===== src/rtl/snapreg_seq.sv =====
// Snapshot-regfile initiator: walks a contiguous GPR range in interface-sized batches,
// sending GPR values on save and writing returned values back to the GPR file on restore.
module snapreg_seq #(
    parameter int unsigned RS_MAX = 4,
    parameter int unsigned RD_MAX = 4
) (
    input  logic                     clk_i,
    input  logic                     rst_ni,

    input  logic                     cmd_valid,
    output logic                     cmd_ready,
    input  logic                     cmd_restore,
    input  logic [4:0]               cmd_start,
    input  logic [5:0]               cmd_len,
    output logic                     done_o,
    output logic                     err_o,

    output logic                     sreg_req,
    output logic [6:0]               sreg_funct7,
    output logic [4:0]               sreg_batch_start,
    output logic [4:0]               sreg_batch_len,
    output logic [RS_MAX-1:0][31:0]  sreg_rs_val,
    input  logic                     sreg_ack,
    input  logic                     sreg_error,
    input  logic [RD_MAX-1:0][31:0]  sreg_rd_val,

    output logic [RS_MAX-1:0][4:0]   rf_raddr,
    input  logic [RS_MAX-1:0][31:0]  rf_rdata,
    output logic [RD_MAX-1:0]        rf_we,
    output logic [RD_MAX-1:0][4:0]   rf_waddr,
    output logic [RD_MAX-1:0][31:0]  rf_wdata
);

    localparam logic [6:0] Funct7Save    = 7'b0000000;
    localparam logic [6:0] Funct7Restore = 7'b1000000;

    typedef enum logic [1:0] {StIdle, StReq, StFin} state_e;

    state_e     state_q, state_d;
    logic       restore_q, restore_d;
    logic [4:0] cur_q, cur_d;
    logic [5:0] rem_q, rem_d;
    logic       err_q, err_d;

    logic [6:0] cmd_end;
    logic       cmd_legal;
    logic [5:0] max_w;
    logic [5:0] blen;
    logic [5:0] rem_next;
    logic       batch_ok;

    // Range check in 7 bits so start+len cannot wrap past 32.
    assign cmd_end   = {2'b00, cmd_start} + {1'b0, cmd_len};
    assign cmd_legal = (cmd_len != 6'd0) && (cmd_len <= 6'd32) && (cmd_end <= 7'd32);

    assign max_w    = restore_q ? 6'(RD_MAX) : 6'(RS_MAX);
    assign blen     = (rem_q < max_w) ? rem_q : max_w;
    assign rem_next = rem_q - blen;
    assign batch_ok = (state_q == StReq) && sreg_ack && !sreg_error;

    // State register
    always_ff @(posedge clk_i or negedge rst_ni) begin
        if (!rst_ni) begin
            state_q   <= StIdle;
            restore_q <= 1'b0;
            cur_q     <= 5'd0;
            rem_q     <= 6'd0;
            err_q     <= 1'b0;
        end else begin
            state_q   <= state_d;
            restore_q <= restore_d;
            cur_q     <= cur_d;
            rem_q     <= rem_d;
            err_q     <= err_d;
        end
    end

    // Next-state logic
    always_comb begin
        state_d   = state_q;
        restore_d = restore_q;
        cur_d     = cur_q;
        rem_d     = rem_q;
        err_d     = err_q;
        unique case (state_q)
            StIdle: begin
                if (cmd_valid) begin
                    restore_d = cmd_restore;
                    cur_d     = cmd_start;
                    rem_d     = cmd_len;
                    err_d     = !cmd_legal;
                    state_d   = cmd_legal ? StReq : StFin;
                end
            end
            StReq: begin
                if (sreg_ack) begin
                    if (sreg_error) begin
                        err_d   = 1'b1;
                        state_d = StFin;
                    end else begin
                        cur_d = cur_q + blen[4:0];
                        rem_d = rem_next;
                        if (rem_next == 6'd0) begin
                            state_d = StFin;
                        end
                    end
                end
            end
            StFin: begin
                state_d = StIdle;
            end
            default: begin
                state_d = StIdle;
            end
        endcase
    end

    // Control outputs
    always_comb begin
        cmd_ready        = (state_q == StIdle);
        sreg_req         = (state_q == StReq);
        done_o           = (state_q == StFin);
        err_o            = (state_q == StFin) && err_q;
        sreg_funct7      = 7'd0;
        sreg_batch_start = 5'd0;
        sreg_batch_len   = 5'd0;
        if (state_q == StReq) begin
            sreg_funct7      = restore_q ? Funct7Restore : Funct7Save;
            sreg_batch_start = cur_q;
            sreg_batch_len   = blen[4:0];
        end
    end

    // Save lanes: lanes past the batch end, and x0, send zero.
    always_comb begin
        for (int unsigned k = 0; k < RS_MAX; k++) begin
            rf_raddr[k]    = cur_q + 5'(k);
            sreg_rs_val[k] = 32'd0;
            if ((state_q == StReq) && !restore_q && (6'(k) < blen) && (rf_raddr[k] != 5'd0)) begin
                sreg_rs_val[k] = rf_rdata[k];
            end
        end
    end

    // Restore lanes: write only in an error-free ack cycle, never to x0.
    always_comb begin
        for (int unsigned k = 0; k < RD_MAX; k++) begin
            rf_waddr[k] = cur_q + 5'(k);
            rf_wdata[k] = sreg_rd_val[k];
            rf_we[k]    = batch_ok && restore_q && (6'(k) < blen) && (rf_waddr[k] != 5'd0);
        end
    end

endmodule


===== config.mk =====
export PLATFORM = sky130hd
export DESIGN_NAME = snapreg_seq
export DESIGN_NICKNAME = d
export VERILOG_FILES = /design/src/rtl/snapreg_seq.sv
export SDC_FILE = /design/constraint.sdc
export NUM_CORES = 1
export LEC_CHECK = 0
export ABC_AREA = 1
export BUFFER_PORTS_ARGS = -buffer_cell sky130_fd_sc_hd__buf_4
export CAP_MARGIN = 15
export CELL_PAD_IN_SITES_DETAIL_PLACEMENT = 1
export CELL_PAD_IN_SITES_GLOBAL_PLACEMENT = 1
export CORE_AREA = 4 4 229 231
export DETAILED_ROUTE_END_ITERATION = 10
export DIE_AREA = 0 0 233 235
export PLACE_DENSITY_LB_ADDON = 0.2
export SYNTH_ARGS = -nofsm -noshare
export SYNTH_HDL_FRONTEND = slang
export SYNTH_SLANG_ARGS = --single-unit
export TNS_END_PERCENT = 30

===== constraint.sdc =====
create_clock -name clk_i -period 4.9 [get_ports clk_i]
set_input_delay 0.49 -clock clk_i [delete_from_list [all_inputs] [get_ports clk_i]]
set_output_delay 0.49 -clock clk_i [all_outputs]
set_load 0.02 [all_outputs]

==> qor.csv <==
stage,metric,value,unit
run_status,status,completed,
timing,report.final.slew_viol_count,0,
timing,rsz0062_at_grt,false,
global_routing,grt_overflow,0,
route,drt_iter0_drc,81,
global_routing,grt_pass1_vias,4648,
route,vias_per_cell,2.87,
timing,setup_tns,0,ns
route,wl,24000,um
timing,setup-violations-final,0,
critical_path,worst-endpoint-required,4.41,ns
logic_synthesis,synthTopCellsByArea,"buf_4 (31%), inv_1 (16%), nor2_1 (15%)",
global_routing,grt_pass1_wl,32900,um
clock_network,clk_pin_slew,0.06,ns
clock_network,postCtsSetupRepairBufs,0,
route,drt-wirelength-per-cell,15.8,um
logic_synthesis,synth_top_area_share,30.8,%
timing,tightest_slew,0.721,ns
critical_path,r2r_slack,2.36,ns
critical_path,worst_path_max_delay_cell,dfrtp_1,
global_routing,grt_max_degree,33,
route,vias,4373,
floorplanning,chipWidth,233,um
logic_synthesis,yosysWarnings,0,
cells_and_area,nNetsFinal,1144,
logic_synthesis,synth_top_area_cell,buf_4,
critical_path,path_buf_inv,3,
critical_path,r2r_end,cur_q[4]$_DFFE_PN0P_,
logic_synthesis,syn_avg_cell_area,5.75,sq um
logic_synthesis,synth.top_cells.by_count,"inv_1 (165), buf_4 (161), nor2_1 (158)",
route,final_antenna_net_count,0,
critical_path,cp-end-kind,output port,
critical_path,cp_cell_sequence,inv_1 > ha_1 > nand3b_1 > xor2_1 > nand3_1 > nand2_1 > inv_1 > nand2_2 > nor2_1 > buf_4,
timing,fin_skew,0.00575,ns
logic_synthesis,syn_area,3920,sq um
critical_path,r2r-start,rem_q[4]$_DFFE_PN0P_,
clock_network,clockBufferDepth,2,
floorplanning,start_util,7.84,%
floorplanning,dieHeight,235,um
floorplanning,dieArea,54800,sq um
cells_and_area,drive_above_1_share,40.9,%
job,max_cap_viol_count,0,
logic_synthesis,synth-main-ff-cell,dfrtp_1,
critical_path,start_kind,register,
min_path,hp-class,in2async,
clock_network,postCtsHoldBufs,0,
critical_path,critPathLaunch,cur_q[1]$_DFFE_PN0P_,
critical_path,cp_max_fo,32,
clock_network,clock_sinks,15,
place,gp_routability_congestion,0.729,
timing,fmax,283,MHz
global_routing,grt_usage,7.99,%
critical_path,critical_path.top_delay_family,simple AND/OR/NAND/NOR gates,
critical_path,worst_r2r_path_depth,15,
cells_and_area,area_growth,54.6,%
floorplanning,coreArea,50100,sq um
logic_synthesis,synth-seq-cells,15,
clock_network,cts_resized,0,
route,drc,0,
power,p_per_area,414,nW/um^2
route,drt_pass1_iterations,4,
critical_path,cp_data_arrival_time,3.04,ns
clock_network,cts-buffers-inserted,3,
clock_network,cts-root-buf,clkbuf_16,
logic_synthesis,yosysUniqueCellTypes,33,
logic_synthesis,yosysSeqAreaShare,9.57,%
cells_and_area,n_fill_cell,6222,
timing,finalHoldViolations,0,
critical_path,slowest_delay,0.58,ns
logic_synthesis,synth_most_common_cell,inv_1,
timing,finalCriticalPeriod,3.53,ns
cells_and_area,antenna_cells,0,
power,p_leak,3.60,nW
timing,relSlewSlack,51.8,%
critical_path,critPathKind,reg2out,
power,peakVddDrop,158,uV
logic_synthesis,async_reset_ff_share,100,%
timing,fin_crit_sh,72.0,%
clock_network,htree_levels,1,
power,finalPower,2.51,mW
clock_network,cts_tree,built,
critical_path,cpMostUsedCell,inv_1,
global_routing,antenna_found_initial,0,
logic_synthesis,syn_inst,682,
logic_synthesis,synth_edf_count,0,
floorplanning,boundaryPins,594,
place,port_buffers,329,
floorplanning,rows,82,
clock_network,insertion_delay,0.25,ns
place,hpwlAfterDp,21400,um
-- cells by family after synthesis --
group	count (synthesis)	share of synthesized area, %
simple gates	254	26.4
fa+ha+maj	20	6.76
flops	15	9.57
other cells	2	0.191
buf+inv	345	49.3
xor+xnor	12	2.87
compound gates	34	4.94
-- stage by stage --
step	instances	instance area, sq um	worst slack (ns)	hold WS, ns	utilization, %
3_3_place_gp	1518	5990	1.38	0.386	12.0
6_report	1522	6070	1.37	0.0984	12.1
3_5_place_dp	1518	5990	1.38	0.376	12.0
4_1_cts	1522	6070	1.10	0.107	12.1
5_1_grt	1522	6070	0.975	0.111	12.1
2_1_floorplan	690	3950	1.92	0.194	-
-- metal layers --
metal  vias up  wire [um]  GRT usage, %
li1       2122          -             -
met1      1895       9850          9.63
met2       346      10700          12.9
met3         8       3250          4.31
met4         2         73         0.725
met5         -         83          1.70
-- cell usage in the layout, fill, tap and decap left out, types with 2 or more instances in the layout --
master     netlist  final
a21oi_1          7      7
buf_4          161    332
clkbuf_16        0      3
clkinv_1         2      2
conb_1           2     10
dfrtp_1         15     15
fa_1             2      2
ha_1            18     18
inv_1          165    165
inv_2            2      2
nand2_1         57     57
nand2_2          3      3
nand3_1         18     18
nand3b_1         2      2
nand4_1          3      3
nor2_1         158    158
nor2_2           3      3
nor3_1           6      6
nor3_2           2      2
o211ai_1         5      5
o21ai_0         13     13
o21ai_1          4      4
o22ai_1          2      2
xnor2_1          3      3
xor2_1           8      8
-- cell type report --
cell class | count | area (sq um) | area share [%]
Timing Repair Buffer | 332 | 2490 | 41.1
Sequential cell | 15 | 375 | 6.19
Tap cell | 672 | 841 | 13.9
Inverter | 169 | 634 | 10.5
Multi-Input combinational cell | 330 | 1640 | 27.1
Clock buffer | 4 | 78.8 | 1.30
-- sequential cells by signal, summed over array words and instances, names as in the netlist --
register / cells
rem_q: 6
state_q: 2
restore_q: 1
err_q: 1
cur_q: 5
-- report_power, final --
group	leakage, nW	internal, mW	switching, mW
sequential	0.181	0.186	0.0944
combinational	3.39	0.741	1.32
clock	0.0382	0.111	0.0563
total	3.60	1.04	1.47
-- how the worst max path moves through the flow --
stage	endpoint	slack [ns]	depth (start not counted)
floorplan	sreg_rs_val[100]	1.92	10
global placement	sreg_rs_val[105]	1.38	10
detailed placement	sreg_rs_val[105]	1.38	10
CTS	sreg_rs_val[105]	1.10	10
global route	sreg_rs_val[105]	0.97	10
finish	sreg_rs_val[105]	1.37	10
Note: power is estimated with default switching activity, not from simulation.
